==> config.mk <==
export PLATFORM = sky130hd
export DESIGN_NAME = ps2_mouse_tracker
export DESIGN_NICKNAME = d
export VERILOG_FILES = /design/src/rtl/ps2_mouse_tracker.sv
export SDC_FILE = /design/constraint.sdc
export NUM_CORES = 1
export LEC_CHECK = 0
export CAP_MARGIN = 20
export CORE_MARGIN = 3
export CORE_UTILIZATION = 45
export DETAILED_ROUTE_END_ITERATION = 10
export DONT_BUFFER_PORTS = 1
export HOLD_SLACK_MARGIN = 0.05
export REMOVE_ABC_BUFFERS = 1
export SYNTH_ARGS = -nofsm -noshare
export SYNTH_HDL_FRONTEND = slang
export SYNTH_SLANG_ARGS = --single-unit
==> constraint.sdc <==
create_clock -name clock -period 4.21 [get_ports clock]
set_input_delay 0.842 -clock clock [delete_from_list [all_inputs] [get_ports clock]]
set_output_delay 0.842 -clock clock [all_outputs]
set_load 0.01 [all_outputs]
==> src/rtl/ps2_mouse_tracker.sv <==
// PS/2 mouse receiver: oversamples the pad lines, decodes 3-byte movement packets,
// and tracks a clamped absolute X position plus the left-button state.
`timescale 1ns/1ps
module ps2_mouse_tracker #(
  parameter int unsigned X_MAX   = 639,
  parameter int unsigned X_RESET = 0,
  parameter int unsigned TIMEOUT = 5000
) (
  input  logic        clock,
  input  logic        reset_,
  input  logic        ps2_clock,
  input  logic        ps2_data,
  output logic [15:0] mouse_x,
  output logic        mouse_pressed_,
  output logic        packet_strobe,
  output logic [7:0]  error_count
);

  localparam int unsigned IDLE_W = $clog2(TIMEOUT + 1);
  localparam logic [IDLE_W-1:0] IDLE_LIMIT = IDLE_W'(TIMEOUT);
  localparam logic [15:0] X_MAX_V   = 16'(X_MAX);
  localparam logic [15:0] X_RESET_V = 16'(X_RESET);

  typedef enum logic [1:0] {
    RX_IDLE   = 2'd0,
    RX_DATA   = 2'd1,
    RX_PARITY = 2'd2,
    RX_STOP   = 2'd3
  } rx_state_t;

  function automatic logic odd_parity_ok(input logic [7:0] data, input logic par);
    return ^{data, par};
  endfunction

  // Overflow forces the extreme delta; the sum is clamped into [0, X_MAX].
  function automatic logic [15:0] apply_dx(input logic [15:0] x, input logic sign,
                                           input logic ovf, input logic [7:0] delta);
    logic signed [16:0] dx;
    logic signed [16:0] sum;
    if (ovf) begin
      dx = sign ? -17'sd256 : 17'sd255;
    end else begin
      dx = {{8{sign}}, sign, delta};
    end
    sum = signed'({1'b0, x}) + dx;
    if (sum < 17'sd0) begin
      return 16'd0;
    end else if (sum > signed'({1'b0, X_MAX_V})) begin
      return X_MAX_V;
    end else begin
      return sum[15:0];
    end
  endfunction

  logic clk_meta_r, clk_sync_r, clk_prev_r;
  logic data_meta_r, data_sync_r;
  logic fall_s, bit_s;

  rx_state_t state_r, state_nxt_s;
  logic [2:0]        bit_cnt_r;
  logic [7:0]        shift_r;
  logic [1:0]        pkt_idx_r;
  logic              left_r, sign_r, ovf_r;
  logic [7:0]        delta_r;
  logic [IDLE_W-1:0] idle_cnt_r;

  logic partial_s, timeout_s;
  logic shift_en_s, parity_err_s, stop_err_s, frame_done_s, header_err_s, err_event_s;
  logic abort_s, packet_done_s;

  // Two-stage synchronisers plus edge register, all idling high.
  always_ff @(posedge clock or negedge reset_) begin
    if (!reset_) begin
      clk_meta_r  <= 1'b1;
      clk_sync_r  <= 1'b1;
      clk_prev_r  <= 1'b1;
      data_meta_r <= 1'b1;
      data_sync_r <= 1'b1;
    end else begin
      clk_meta_r  <= ps2_clock;
      clk_sync_r  <= clk_meta_r;
      clk_prev_r  <= clk_sync_r;
      data_meta_r <= ps2_data;
      data_sync_r <= data_meta_r;
    end
  end

  assign fall_s    = clk_prev_r & ~clk_sync_r;
  assign bit_s     = data_sync_r;
  assign partial_s = (state_r != RX_IDLE) || (pkt_idx_r != 2'd0);
  assign timeout_s = ~fall_s & partial_s & (idle_cnt_r == IDLE_LIMIT);

  // Frame receiver state register.
  always_ff @(posedge clock or negedge reset_) begin
    if (!reset_) begin
      state_r <= RX_IDLE;
    end else begin
      state_r <= state_nxt_s;
    end
  end

  // Frame receiver next state; an edge always wins over a coincident timeout.
  always_comb begin
    state_nxt_s = state_r;
    case (state_r)
      RX_IDLE: begin
        if (fall_s && !bit_s) state_nxt_s = RX_DATA;
        else                  state_nxt_s = RX_IDLE;
      end
      RX_DATA: begin
        if (fall_s)         state_nxt_s = (bit_cnt_r == 3'd7) ? RX_PARITY : RX_DATA;
        else if (timeout_s) state_nxt_s = RX_IDLE;
        else                state_nxt_s = RX_DATA;
      end
      RX_PARITY: begin
        if (fall_s)         state_nxt_s = odd_parity_ok(shift_r, bit_s) ? RX_STOP : RX_IDLE;
        else if (timeout_s) state_nxt_s = RX_IDLE;
        else                state_nxt_s = RX_PARITY;
      end
      RX_STOP: begin
        if (fall_s || timeout_s) state_nxt_s = RX_IDLE;
        else                     state_nxt_s = RX_STOP;
      end
      default: state_nxt_s = RX_IDLE;
    endcase
  end

  // Frame receiver event decode.
  always_comb begin
    shift_en_s   = 1'b0;
    parity_err_s = 1'b0;
    stop_err_s   = 1'b0;
    frame_done_s = 1'b0;
    case (state_r)
      RX_DATA:   shift_en_s   = fall_s;
      RX_PARITY: parity_err_s = fall_s & ~odd_parity_ok(shift_r, bit_s);
      RX_STOP: begin
        frame_done_s = fall_s & bit_s;
        stop_err_s   = fall_s & ~bit_s;
      end
      default: shift_en_s = 1'b0;
    endcase
  end

  assign header_err_s  = frame_done_s & (pkt_idx_r == 2'd0) & ~shift_r[3];
  assign packet_done_s = frame_done_s & (pkt_idx_r == 2'd2);
  assign abort_s       = parity_err_s | stop_err_s | timeout_s;
  assign err_event_s   = abort_s | header_err_s;

  // Serial shifter (LSB first) and data-bit counter.
  always_ff @(posedge clock or negedge reset_) begin
    if (!reset_) begin
      bit_cnt_r <= 3'd0;
      shift_r   <= 8'd0;
    end else if (shift_en_s) begin
      bit_cnt_r <= bit_cnt_r + 3'd1;
      shift_r   <= {bit_s, shift_r[7:1]};
    end else if (state_r == RX_IDLE) begin
      bit_cnt_r <= 3'd0;
    end
  end

  // Idle counter: cleared by every edge, counts only while something is partial.
  always_ff @(posedge clock or negedge reset_) begin
    if (!reset_) begin
      idle_cnt_r <= '0;
    end else if (fall_s || timeout_s) begin
      idle_cnt_r <= '0;
    end else if (partial_s && (idle_cnt_r != IDLE_LIMIT)) begin
      idle_cnt_r <= idle_cnt_r + 1'b1;
    end
  end

  // Packet assembly; a header without bit3 set keeps the index at 0 to resync.
  always_ff @(posedge clock or negedge reset_) begin
    if (!reset_) begin
      pkt_idx_r <= 2'd0;
      left_r    <= 1'b0;
      sign_r    <= 1'b0;
      ovf_r     <= 1'b0;
      delta_r   <= 8'd0;
    end else if (abort_s) begin
      pkt_idx_r <= 2'd0;
    end else if (frame_done_s) begin
      case (pkt_idx_r)
        2'd0: begin
          if (shift_r[3]) begin
            left_r    <= shift_r[0];
            sign_r    <= shift_r[4];
            ovf_r     <= shift_r[6];
            pkt_idx_r <= 2'd1;
          end
        end
        2'd1: begin
          delta_r   <= shift_r;
          pkt_idx_r <= 2'd2;
        end
        default: pkt_idx_r <= 2'd0;
      endcase
    end
  end

  // Registered outputs.
  always_ff @(posedge clock or negedge reset_) begin
    if (!reset_) begin
      mouse_x        <= X_RESET_V;
      mouse_pressed_ <= 1'b1;
      packet_strobe  <= 1'b0;
      error_count    <= 8'd0;
    end else begin
      packet_strobe <= packet_done_s;
      if (packet_done_s) begin
        mouse_x        <= apply_dx(mouse_x, sign_r, ovf_r, delta_r);
        mouse_pressed_ <= ~left_r;
      end
      if (err_event_s && (error_count != 8'hFF)) begin
        error_count <= error_count + 8'd1;
      end
    end
  end

endmodule

Yosys cells after proc, flatten, opt, wreduce, memory -nomap -nowiden
Index checks and enable logic that the tools add are counted.
{"block": "op_classes", "n_addsub": 4, "mul": 0, "div_mod_pow": 0, "order_cmp": 2, "n_eq_ne": 10, "shift": 0, "muxes": 26, "bitwise": 19, "reduce_logical": 17}
{"operator": "$mux W17", "count": 3}
{"operator": "$mux W16", "count": 2}
{"operator": "$mux W13", "count": 2}
{"operator": "$mux W2", "count": 9}
{"operator": "$add A17 B17 Y17", "count": 1}
{"operator": "$gt A17 B11 Y1 const B", "count": 1}
{"operator": "$lt A17 B1 Y1 const B", "count": 1}
{"operator": "$add A13 B1 Y13 const B", "count": 1}
{"operator": "$eq A13 B13 Y1 const B", "count": 1}
{"operator": "$ne A13 B13 Y1 const B", "count": 1}
{"operator": "$reduce_bool A2 Y1", "count": 5}
{"operator": "$and A1 B1 Y1", "count": 9}
{"operator": "$reduce_xor A9 Y1", "count": 1}
{"operator": "$add A8 B1 Y8 const B", "count": 1}
{"operator": "$ne A8 B8 Y1 const B", "count": 1}
{"operator": "$pmux W2 S4", "count": 1}
{"operator": "$not A1 Y1", "count": 7}
{"operator": "$eq A2 B2 Y1 const B", "count": 3}
{"operator": "$mux W1", "count": 6}
{"operator": "$mux W3", "count": 2}
{"operator": "$eq A2 B1 Y1 const B", "count": 2}
{"operator": "$logic_not A2 Y1", "count": 2}
{"operator": "$pmux W2 S2", "count": 1}
{"operator": "$reduce_and A4 Y1", "count": 1}
{"operator": "9 further kinds", "count": 14}
{"block": "totals", "ff_bits": 70, "latchBits": 0, "ram_bits": 0, "rom_bits": 0, "inputBits": 4, "out_inout_bits": 26, "mem_count": 0}

Longest topological paths before layout
Gate-level depths: netlist of the first run.
{"block": "depth", "word_depth": 10, "depth_mapped": 14, "depth_no_buf": 12}

Least setup slack after synthesis of the first run
No wires, ideal clock.
{"block": "synth_timing", "kind": "register to register", "from": "register sign_r", "to": "register mouse_x[0]", "arrival_time_ns": 3.175, "slack_ns": 0.909, "stages_incl_launch_ff": 13, "synth_period_minus_slack_ns": 3.301, "cell_sequence": "dfrtp_1 nand2b_1 o21ai_0 ha_1 fa_1 nand3_1 a211oi_2 or2_1 o41ai_1 a2bb2oi_1 a21oi_1 o311a_4 a221o_1"}
{"block": "synth_between", "elab_chain_cells": 7, "word_cells_on_any_way": 8, "classes_between": "add/sub: 1; order compare: 2; mux: 5"}
{"item": "from (decl)", "line_no": "63", "rtl": "logic left_r, sign_r, ovf_r;"}
{"item": "from (signal assigned)", "line_no": "189", "rtl": "sign_r <= shift_r[4];"}
{"item": "$mux W17", "line_no": "41", "rtl": "dx = sign ? -17'sd256 : 17'sd255;"}
{"item": "$mux W17 (*)", "line_no": "40", "rtl": "if (ovf) begin"}
{"item": "$mux W17 (*)", "line_no": "212", "rtl": "if (packet_done_s) begin"}
{"item": "$add A17 B17 Y17 (*)", "line_no": "45", "rtl": "sum = signed'({1'b0, x}) + dx;"}
{"item": "$gt A17 B11 Y1", "line_no": "48", "rtl": "end else if (sum > signed'({1'b0, X_MAX_V})) begin"}
{"item": "$mux W16", "line_no": "48"}
{"item": "$mux W16 (*)", "line_no": "46", "rtl": "if (sum < 17'sd0) begin"}
{"item": "to (signal assigned)", "line_no": "213", "rtl": "mouse_x <= apply_dx(mouse_x, sign_r, ovf_r, delta_r);"}
{"item": "to (decl)", "line_no": "13", "rtl": "output logic [15:0] mouse_x,"}
Every way passes the cells marked *; elsewhere a longest branch is shown, timed or not. The select of a mux whose other input is x is not followed.
A chain may end at the register's enable or synchronous reset.

Worst setup path in the final report of the first run
{"block": "layout_timing", "from": "register ovf_r", "to": "register mouse_x[3]"}
{"block": "layout_between", "elab_chain_cells": 6, "word_cells_on_any_way": 7, "classes_between": "add/sub: 1; order compare: 2; mux: 4"}
{"item": "from (decl)", "line_no": "63"}
{"item": "from (signal assigned)", "line_no": "190", "rtl": "ovf_r <= shift_r[6];"}
{"item": "$mux W17 (*)", "line_no": "40"}
{"item": "$mux W17 (*)", "line_no": "212"}
{"item": "$add A17 B17 Y17 (*)", "line_no": "45"}
{"item": "$gt A17 B11 Y1", "line_no": "48"}
{"item": "$mux W16", "line_no": "48"}
{"item": "$mux W16 (*)", "line_no": "46"}
Marks and branches as above.

==> flow_summary.json, run 1 <==
{
  "finalSetupViolCount": 0,
  "fillers": 781,
  "portBuffers": 0,
  "grt_pass1_wl_mm": 14.33,
  "pre_cts_ws_ns": 0.7281,
  "rsz0062_at_grt": "false",
  "synthTopCellsByCount": "dfrtp_1, nand2_1, o21ai_0",
  "tns_ns": 0,
  "crit_type": "reg2reg",
  "drtIter0Drc": 190,
  "grt_usage_pct": 17.40,
  "synth.most_common_cell": "dfrtp_1",
  "end_kind": "flip-flop",
  "path_max_fanout": 10,
  "cts_tree": "built",
  "antenna_found_initial": 0,
  "synth_edf_count": 0,
  "ir_drop_mv": 0.2726,
  "htree_levels": 3,
  "firstDrtPassIters": 5,
  "fin_util_pct": 49.97,
  "drt-vias-per-instance": 5.835,
  "power_density_nw_per_um2": 440.6,
  "hold_path_class": "in2async",
  "n_antenna_cell": 0,
  "final_nets": 435,
  "numCtsBuffers": 9,
  "drc": 0,
  "postSynthCellCount": 409,
  "post_cts_buffers": 0,
  "synth_seq_cells": 70,
  "grt_max_degree": 71,
  "reg2reg_slack_ns": 0.71,
  "leakage_uw": 0.001976,
  "start_util_pct": 46.54,
  "hpwl_mm": 5.855,
  "synth.area.top_cells": "dfrtp_1, ha_1, xnor2_1, o21ai_0, dfstp_2",
  "synth_area_per_cell_um2": 9.924,
  "synth_area_um2": 4059,
  "yosys_warnings": 0,
  "grt_pass1_vias": 2990,
  "wl_mm": 8.228,
  "cap_violations": 0,
  "yosysUniqueCellTypes": 63,
  "slew_headroom_pct": 55.88,
  "cp_data_arrival_time_ns": 3.73,
  "r2r-end": "mouse_x[3]",
  "cp-start-kind": "flip-flop",
  "cts_root_buffer": "clkbuf_8",
  "postCtsHoldBufs": 0,
  "drv_slew": 0,
  "dieArea_um2": 10190,
  "vias": 3034,
  "wl_per_cell_um": 15.82,
  "worstSkewPairLatency_ns": 0.35,
  "drive_gt1_share_pct": 10.92,
  "fp.dieW_um": 101.0,
  "clk_path_buf_depth": 2,
  "synth_top_area_cell": "dfrtp_1",
  "finalNonFillerCells": 520,
  "fmax_mhz": 285.7,
  "ys.flop_type": "dfrtp_1",
  "regArea_um2": 1759,
  "synth_top_area_share_pct": 39.46,
  "setup_ws_ns": 0.7101,
  "required_ns": 4.44,
  "multi_input_area_um2": 2146,
  "overflow": 0,
  "synthToLayoutAreaGrowth_pct": 7.367,
  "async_flop_share_pct": 100.0,
  "dpl.cell_count": 504,
  "core-area_um2": 8721,
  "io_pins": 30,
  "finalHoldViolCount": 0,
  "skew_ns": 0.009740,
  "ff2ff_path_depth": 12,
  "die_h_um": 101.0,
  "cts_resized": 0,
  "outcome": "completed",
  "period_share_pct": 83.13,
  "worst_pin_slew_ns": 0.6602,
  "rr_startpoint": "ovf_r",
  "cts.sinks": 70,
  "globalplace.congestion": 0.8542,
  "rows": 34,
  "yosysSeqAreaShare_pct": 43.34,
  "clk_pin_slew_worst_paths_ns": 0.08,
  "period_minus_slack_ns": 3.500,
  "ant_nets": 0
}
cells in the final DEF, fill, tap and decap left out, types with 4 or more instances in the layout:
cell	Yosys	layout
dfrtp_1	64	64
nand2_1	37	37
o21ai_0	32	32
nor2_1	27	27
ha_1	23	23
xnor2_1	20	20
inv_1	19	19
a21oi_1	16	16
xor2_1	14	14
nand4_1	13	13
mux2_2	12	12
nand3_1	11	11
nor3_1	9	9
clkbuf_8	0	9
and2_1	8	8
a221o_1	8	8
dfstp_2	6	6
or3_1	5	5
nand2b_1	4	4
nor4b_1	4	4
a21o_1	4	4
critical path: stages (launching register included):
cell	delay, ns
dfrtp_1	0.45
nand2b_1	0.20
o21ai_0	0.14
ha_1	0.22
fa_1	0.41
nand3_1	0.16
a211oi_2	0.13
or2_1	0.24
o41ai_1	0.44
a2bb2oi_1	0.19
a21oi_1	0.08
o311a_4	0.44
a221o_1	0.27
layer usage:
metal | track usage (%) | share of wire (%)
met1 | 24.90 | 50
met4 | 5.419 | 1.5
met3 | 4.775 | 3.9
met2 | 25.62 | 45
met5 | 0 | 0
area by class of cell:
type	count	share of cell area, %
Multi-Input combinational cell	303	49.24
Sequential cell	70	40.37
Tap cell	108	3.101
Clock buffer	10	2.929
Clock inverter	6	2.182
Inverter	20	1.723
Timing Repair Buffer	3	0.4594
sequential cells by signal, summed over array words and instances, names as in the netlist, 2 cells and up:
| name | count |
|---|---|
| pkt_idx_r | 2 |
| bit_cnt_r | 3 |
| idle_cnt_r | 13 |
| delta_r | 8 |
| mouse_x | 16 |
| error_count | 8 |
| shift_r | 8 |
| state_r | 2 |
stage by stage:
stage	total power (uW)	instance area, um2	hold WS [ns]
after floorplan	1225	3980	0.3452
after CTS	1942	4358	0.1598
after global routing	2052	4358	0.1521
after detailed placement	1324	4135	0.3473
after global placement	1309	4130	0.3455
final	1920	4358	0.1772
cells by family after synthesis:
group                    share of synthesized area (%)
XOR/XNOR                                         7.337
multiplexers                                     3.576
buffers and inverters                            3.791
adder cells (fa/ha/maj)                          7.583
flip-flops                                       43.34
AO/OA/AOI/OAI                                    17.60
AND/OR/NAND/NOR                                  16.77
power breakdown:
part / internal (uW) / switching [uW] / total, uW / leakage [uW]
Combinational: 206 / 229 / 435 / 0.000937
Sequential: 759 / 116 / 875 / 0.000927
Clock: 339 / 271 / 610 / 0.000111
Total: 1300 / 616 / 1920 / 0.00198
how the worst max path moves through the flow:
stage | start | cells past startpoint | to
after floorplan | sign_r | 12 | mouse_x[6]
after global placement | ovf_r | 11 | mouse_x[0]
after detailed placement | ovf_r | 12 | mouse_x[3]
after CTS | ovf_r | 12 | mouse_x[3]
after global routing | ovf_r | 11 | mouse_x[2]
final | ovf_r | 12 | mouse_x[3]
No activity file was read; power rests on OpenSTA's default activity.
==> run 2, diff against run 1 <==
ABC_AREA = 1   (was default)
clock period = 2.9 ns   (was 4.21 ns; I/O delays follow)
==> run 2 against run 1 <==
Routed wire length grew 17%. Hold slack lost 0.094 ns. Synthesized cell count grew 41%. Critical path depth grew 9. First-iteration DRC count shrank 13%. Die area grew 5.3%. Clock power grew 28%. Area after synthesis grew 5.7%. Critical path type unchanged. Critical endpoint is now mouse_x[4]. Highest routed layer unchanged.
==> flow_summary.json, run 2 <==
{
  "dpl.cell_count": 704,
  "synth_area_um2": 4289,
  "crit_chain": "nand2_1 > inv_1 > buf_4 > nor2_1 > ha_1 > nand2_1 > inv_1 > nand2_1 > nand2_1 > inv_1 > nand2_1 > nand2_1 > nand2_1 > nor2_1 > nor2_1 > nor2_1 > nand2_1 > nand2_2 > nand2_1 > nand2_1 > nand2_1",
  "period_minus_slack_ns": 2.675,
  "async_flop_share_pct": 100.0,
  "io_pins": 30,
  "grt_pass1_wl_mm": 16.42,
  "ant_nets": 0,
  "power_density_nw_per_um2": 533.7,
  "finalNonFillerCells": 721,
  "firstDrtPassIters": 4,
  "busiest_layer": "met2",
  "synth_area_per_cell_um2": 7.421,
  "wl_mm": 9.594,
  "cpPeakStageDelay_ns": 0.47,
  "cap_violations": 0,
  "globalplace.congestion": 0.9418,
  "leakage_uw": 0.002526,
  "synthTopCellsByCount": "nand2_1, inv_1, dfrtp_1",
  "start_util_pct": 47.78,
  "outcome": "completed",
  "grt_usage_pct": 18.52,
  "htree_levels": 3,
  "synth_compound_area_share_pct": 6.243,
  "vias": 3574,
  "synthMuxAreaShare_pct": 0,
  "synth_top_area_share_pct": 37.34,
  "period_share_pct": 92.25,
  "clk_path_buf_depth": 2,
  "ir_drop_mv": 0.4655,
  "reg2reg_slack_ns": 0.22,
  "drc": 0,
  "synth_top_area_cell": "dfrtp_1",
  "gr-usage-met1_pct": 26.16,
  "portBuffers": 0,
  "drt-vias-per-instance": 4.957,
  "overflow": 0,
  "grt_pass1_vias": 3418,
  "path_max_fanout": 10,
  "yosysSeqAreaShare_pct": 41.02,
  "hold_path_class": "in2async",
  "wl_per_cell_um": 13.31,
  "layout_commonest_cell": "nand2_1",
  "largest_reg_flops": 16,
  "core-area_um2": 8976,
  "ys.flop_type": "dfrtp_1",
  "n_antenna_cell": 0,
  "drive_gt1_share_pct": 9.580,
  "die_h_um": 103.6,
  "slew_headroom_pct": 63.67,
  "dieArea_um2": 10740,
  "clk_pin_slew_worst_paths_ns": 0.07,
  "cts_root_buffer": "clkbuf_8",
  "gr-usage-met3_pct": 3.980,
  "hold_ws_ns": 0.08326,
  "grt_max_degree": 65,
  "finalSetupViolCount": 0,
  "reg_top3": "mouse_x: 16 flops, idle_cnt_r: 13 flops",
  "worstSkewPairLatency_ns": 0.34,
  "yosysUniqueCellTypes": 36,
  "crit_type": "reg2reg",
  "drtIter0Drc": 165,
  "cpMostUsedCell": "nand2_1",
  "ff2ff_path_depth": 21,
  "final_nets": 619,
  "synth_edf_count": 0,
  "cpMaxStageDelayCell": "dfrtp_2",
  "rows": 34,
  "drv_slew": 0,
  "rr_startpoint": "ovf_r",
  "synth.most_common_cell": "nand2_1",
  "yosys_warnings": 0,
  "skew_ns": 0.007906,
  "synth_seq_cells": 70,
  "cts_tree": "built",
  "fp.dieW_um": 103.6,
  "synth_fa_ha_area_share_pct": 7.176,
  "synth.area.top_cells": "dfrtp_1, nand2_1, ha_1, inv_1, nand3_1",
  "use_met2_pct": 29.30,
  "required_ns": 3.13,
  "end_kind": "flip-flop",
  "most-common-layout-cells": "nand2_1, inv_1, dfrtp_1",
  "fillers": 881,
  "cp-start-kind": "flip-flop",
  "cp_data_arrival_time_ns": 2.91,
  "cts.sinks": 70,
  "antenna_found_initial": 0,
  "synthToLayoutAreaGrowth_pct": 9.656,
  "synth-xor-area-share_pct": 3.880,
  "synth_top_family_by_area": "simple AND/OR/NAND/NOR gates",
  "numCtsBuffers": 9,
  "fmax_mhz": 373.8,
  "worst_pin_slew_ns": 0.5405,
  "hpwl_mm": 7.150,
  "finalHoldViolCount": 0,
  "largest-register": "mouse_x",
  "r2r-end": "mouse_x[4]",
  "synth-simple-area-share_pct": 33.98,
  "tns_ns": 0,
  "postSynthCellCount": 578
}
-- run 2: cell count changes after synthesis, sizes merged, moves of 6 or more --
cell    previous run  this run
nand2             37       201
inv               19        80
nand3             11        45
nor2              27        55
mux2              12         0
xnor2             20        11
a221o              8         0
and2               8         1
clkbuf            11         4
xor2              14         8
-- run 2: report_power, final --
group | leakage, uW | switching (uW) | internal (uW)
clock network | 0.0000952 | 366 | 414
logic | 0.00149 | 333 | 213
registers | 0.000937 | 98.6 | 1090
-- run 2: critical path: cells and delay by family, from the launching register on --
| family | cells | cell delay (ns) |
|---|---|---|
| simple gates | 16 | 1.45 |
| flops | 1 | 0.47 |
| buf+inv | 4 | 0.34 |
| fa+ha+maj | 1 | 0.29 |
-- run 2: layout make-up --
type                       instances  area (um2)  area share, %
clock buffer                      11       141.4          3.006
clock inverter                     4       47.55          1.011
inverter                          81       304.0          6.464
multi-input combinational        422        2217          47.14
sequential                        70        1760          37.43
tap                              126       157.7          3.352
timing repair buffer               7       75.07          1.596
-- run 2: cells by family after synthesis --
family,count (synthesis)
adders and majority gates,24
buffers and inverters,86
DFF,70
AOI/OAI and AO/OA,49
and+or+nand+nor,330
xor gates and xnor gates,19
-- run 2: metal layers --
metal  part of all wire [%]  up-vias
li1                       -     1859
met1                     50     1640
met2                     45       66
met3                    4.2        9
met4                   0.64        0
met5                      0        -
-- run 2: worst max-delay path by stage --
stage / from / endpoint / slack [ns]
after floorplan: sign_r / mouse_x[2] / 0.40
after global placement: ovf_r / mouse_x[9] / 0.12
after detailed placement: ovf_r / mouse_x[9] / 0.12
after CTS: ovf_r / mouse_x[9] / 0.11
after global routing: ovf_r / mouse_x[6] / -0.02
final: ovf_r / mouse_x[4] / 0.22
-- run 2: repair_timing --
item / 4_1_cts / 5_1_grt
hold endpoints to repair: 64 / 3
hold buffers: 1 / 1
setup buffers: 0 / 0
resized for setup: 0 / 4
setup endpoints to repair: 0 / 10
-- run 2: through the flow --
| step | cell area (um2) | worst slack [ns] | power, uW | utilization, % |
|---|---|---|---|---|
| after global routing | 4703 | -0.02373 | 2697 | 52.40 |
| after floorplan | 4263 | 0.4008 | 1603 | - |
| final | 4703 | 0.2247 | 2510 | 52.40 |
| after global placement | 4458 | 0.1221 | 1702 | 49.67 |
| after CTS | 4674 | 0.1064 | 2527 | 52.08 |
| after detailed placement | 4458 | 0.1183 | 1721 | 49.67 |
==> run 3, diff against run 2 <==
CTS_BUF_LIST = sky130_fd_sc_hd__clkbuf_16   (was default)
==> run 3 against run 2 <==
Sequential cell count unchanged. First-iteration DRC count down 16%. Clock skew down 0.0026 ns. Final cell count down 0.14%. Sequential share of layout area down 0.73 points. Hold slack better by 0.011 ns. Routed wire length down 0.30%.
==> flow_summary.json, run 3 (synthesis results as in run 2) <==
{
  "globalplace.congestion": 0.9418,
  "pwr-share-seq_pct": 42.7,
  "period_minus_slack_ns": 2.651,
  "hold_path_class": "in2async",
  "final_nets": 618,
  "firstDrtPassIters": 6,
  "numCtsBuffers": 9,
  "io_pins": 30,
  "start_util_pct": 47.78,
  "most-common-layout-cells": "nand2_1, inv_1, dfrtp_1",
  "layout_commonest_cell": "nand2_1",
  "switchingPower_uw": 826.2,
  "core-area_um2": 8976,
  "worstSkewPairLatency_ns": 0.33,
  "rows": 34,
  "hpwl_mm": 7.150,
  "fp.dieW_um": 103.6,
  "end_kind": "flip-flop",
  "finalSetupViolCount": 0,
  "power_density_nw_per_um2": 579.1,
  "clockPowerShare_pct": 37.8,
  "p_sw_share_pct": 29.74,
  "post_cts_buffers": 0,
  "cap_violations": 0,
  "wl_per_cell_um": 13.28,
  "drv_slew": 0,
  "drive_gt1_share_pct": 10.27,
  "grt_pass1_wl_mm": 16.55,
  "drc": 0,
  "leakage_uw": 0.002562,
  "cts.sinks": 70,
  "largest_reg_flops": 16,
  "clk_path_buf_depth": 2,
  "grt_usage_pct": 18.60,
  "ir_drop_mv": 0.3871,
  "drt-vias-per-instance": 4.985,
  "p_comb_share_pct": 19.5,
  "ant_nets": 0,
  "cts_tree": "built",
  "outcome": "completed",
  "finalHoldViolCount": 0,
  "crit_type": "reg2reg",
  "cp-start-kind": "flip-flop",
  "largest-register": "mouse_x",
  "power.internal_uw": 1952,
  "slew_headroom_pct": 63.72,
  "drtIter0Drc": 138,
  "tns_ns": 0,
  "dieArea_um2": 10740,
  "wl_mm": 9.565,
  "skew_ns": 0.005261,
  "grt_pass1_vias": 3471,
  "required_ns": 3.12,
  "htree_levels": 3,
  "period_share_pct": 91.42,
  "reg_top3": "mouse_x: 16 flops, idle_cnt_r: 13 flops",
  "clk_pin_slew_worst_paths_ns": 0.05,
  "grt_max_degree": 65,
  "vias": 3589,
  "worst_pin_slew_ns": 0.5396,
  "fmax_mhz": 377.2,
  "die_h_um": 103.6,
  "cts_root_buffer": "clkbuf_16",
  "portBuffers": 0,
  "path_max_fanout": 10,
  "cp_data_arrival_time_ns": 2.87,
  "antenna_found_initial": 0,
  "synthToLayoutAreaGrowth_pct": 11.84,
  "n_antenna_cell": 0,
  "rsz0062_at_grt": "false",
  "fin_util_pct": 53.44,
  "overflow": 0
}
==> run 3: power groups by stage <==
stage	sequential [uW]	combinational [uW]	clock, uW
floorplan	1180	424	0
global placement	1200	504	0
detailed placement	1200	518	0
CTS	1190	546	1080
global route	1200	635	1130
finish	1190	542	1050
==> run 3: critical path, stage by stage, from the launching register on <==
cell	delay [ns]
dfrtp_2	0.44
nand2_1	0.08
inv_1	0.06
buf_4	0.15
nor2_1	0.05
ha_1	0.38
nand2_2	0.13
nor2_2	0.17
nand3_1	0.15
nand3_1	0.12
nand2_1	0.05
nand2_1	0.13
nor2_1	0.07
nor2_1	0.10
nand2_1	0.12
nand2_2	0.15
nand2_1	0.06
nand2_1	0.07
nand2_1	0.05
==> run 3: final cells by class <==
| class | count | area [um2] |
|---|---|---|
| Inverter | 81 | 304.0 |
| Multi-Input combinational cell | 422 | 2230 |
| Sequential cell | 70 | 1760 |
| Fill cell | 862 | 4179 |
| Timing Repair Buffer | 6 | 65.06 |
| Clock buffer | 9 | 225.2 |
| Clock inverter | 6 | 55.05 |
| Tap cell | 126 | 157.7 |
==> run 3: worst paths after layout <==
kind,startpoint,end,slack [ns],cells past startpoint
setup / recovery,ovf_r,mouse_x[9],0.25,18
max in group asynchronous,reset_,ovf_r,2.50,1
hold reg to reg,clk_meta_r,clk_sync_r,0.35,0
min in group clock,ps2_clock,clk_meta_r,0.25,0
hold / removal,reset_,bit_s,0.09,0
setup reg to reg,ovf_r,mouse_x[9],0.25,18
==> run 3: metal layers <==
metal | GRT usage, % | share of wire [%] | up-vias | routed length (um)
met1 | 25.93 | 48 | 1642 | 4621
met2 | 29.77 | 46 | 78 | 4353
met5 | 0 | 0 | - | 0
li1 | - | - | 1858 | -
met3 | 3.545 | 5.2 | 11 | 493
met4 | 5.033 | 1.0 | 0 | 97
==> run 3: what timing repair did <==
action | in CTS | in global routing
resized for setup | 0 | 9
endpoints found under the setup margin | 0 | 10
hold endpoints to repair | 64 | 0
hold buffers | 1 | 0
==> run 3: metrics by stage <==
step                      hold slack (ns)  std cells  cell area [um2]  setup WS, ns  power [uW]
after floorplan                    0.2844        573             4263        0.4008        1603
after global placement             0.2864        704             4458        0.1221        1702
after detailed placement           0.2863        704             4458        0.1183        1721
after CTS                         0.08021        720             4766        0.1014        2815
after global routing              0.07209        720             4797       0.01178        2964
final                             0.09473        720             4797        0.2488        2778
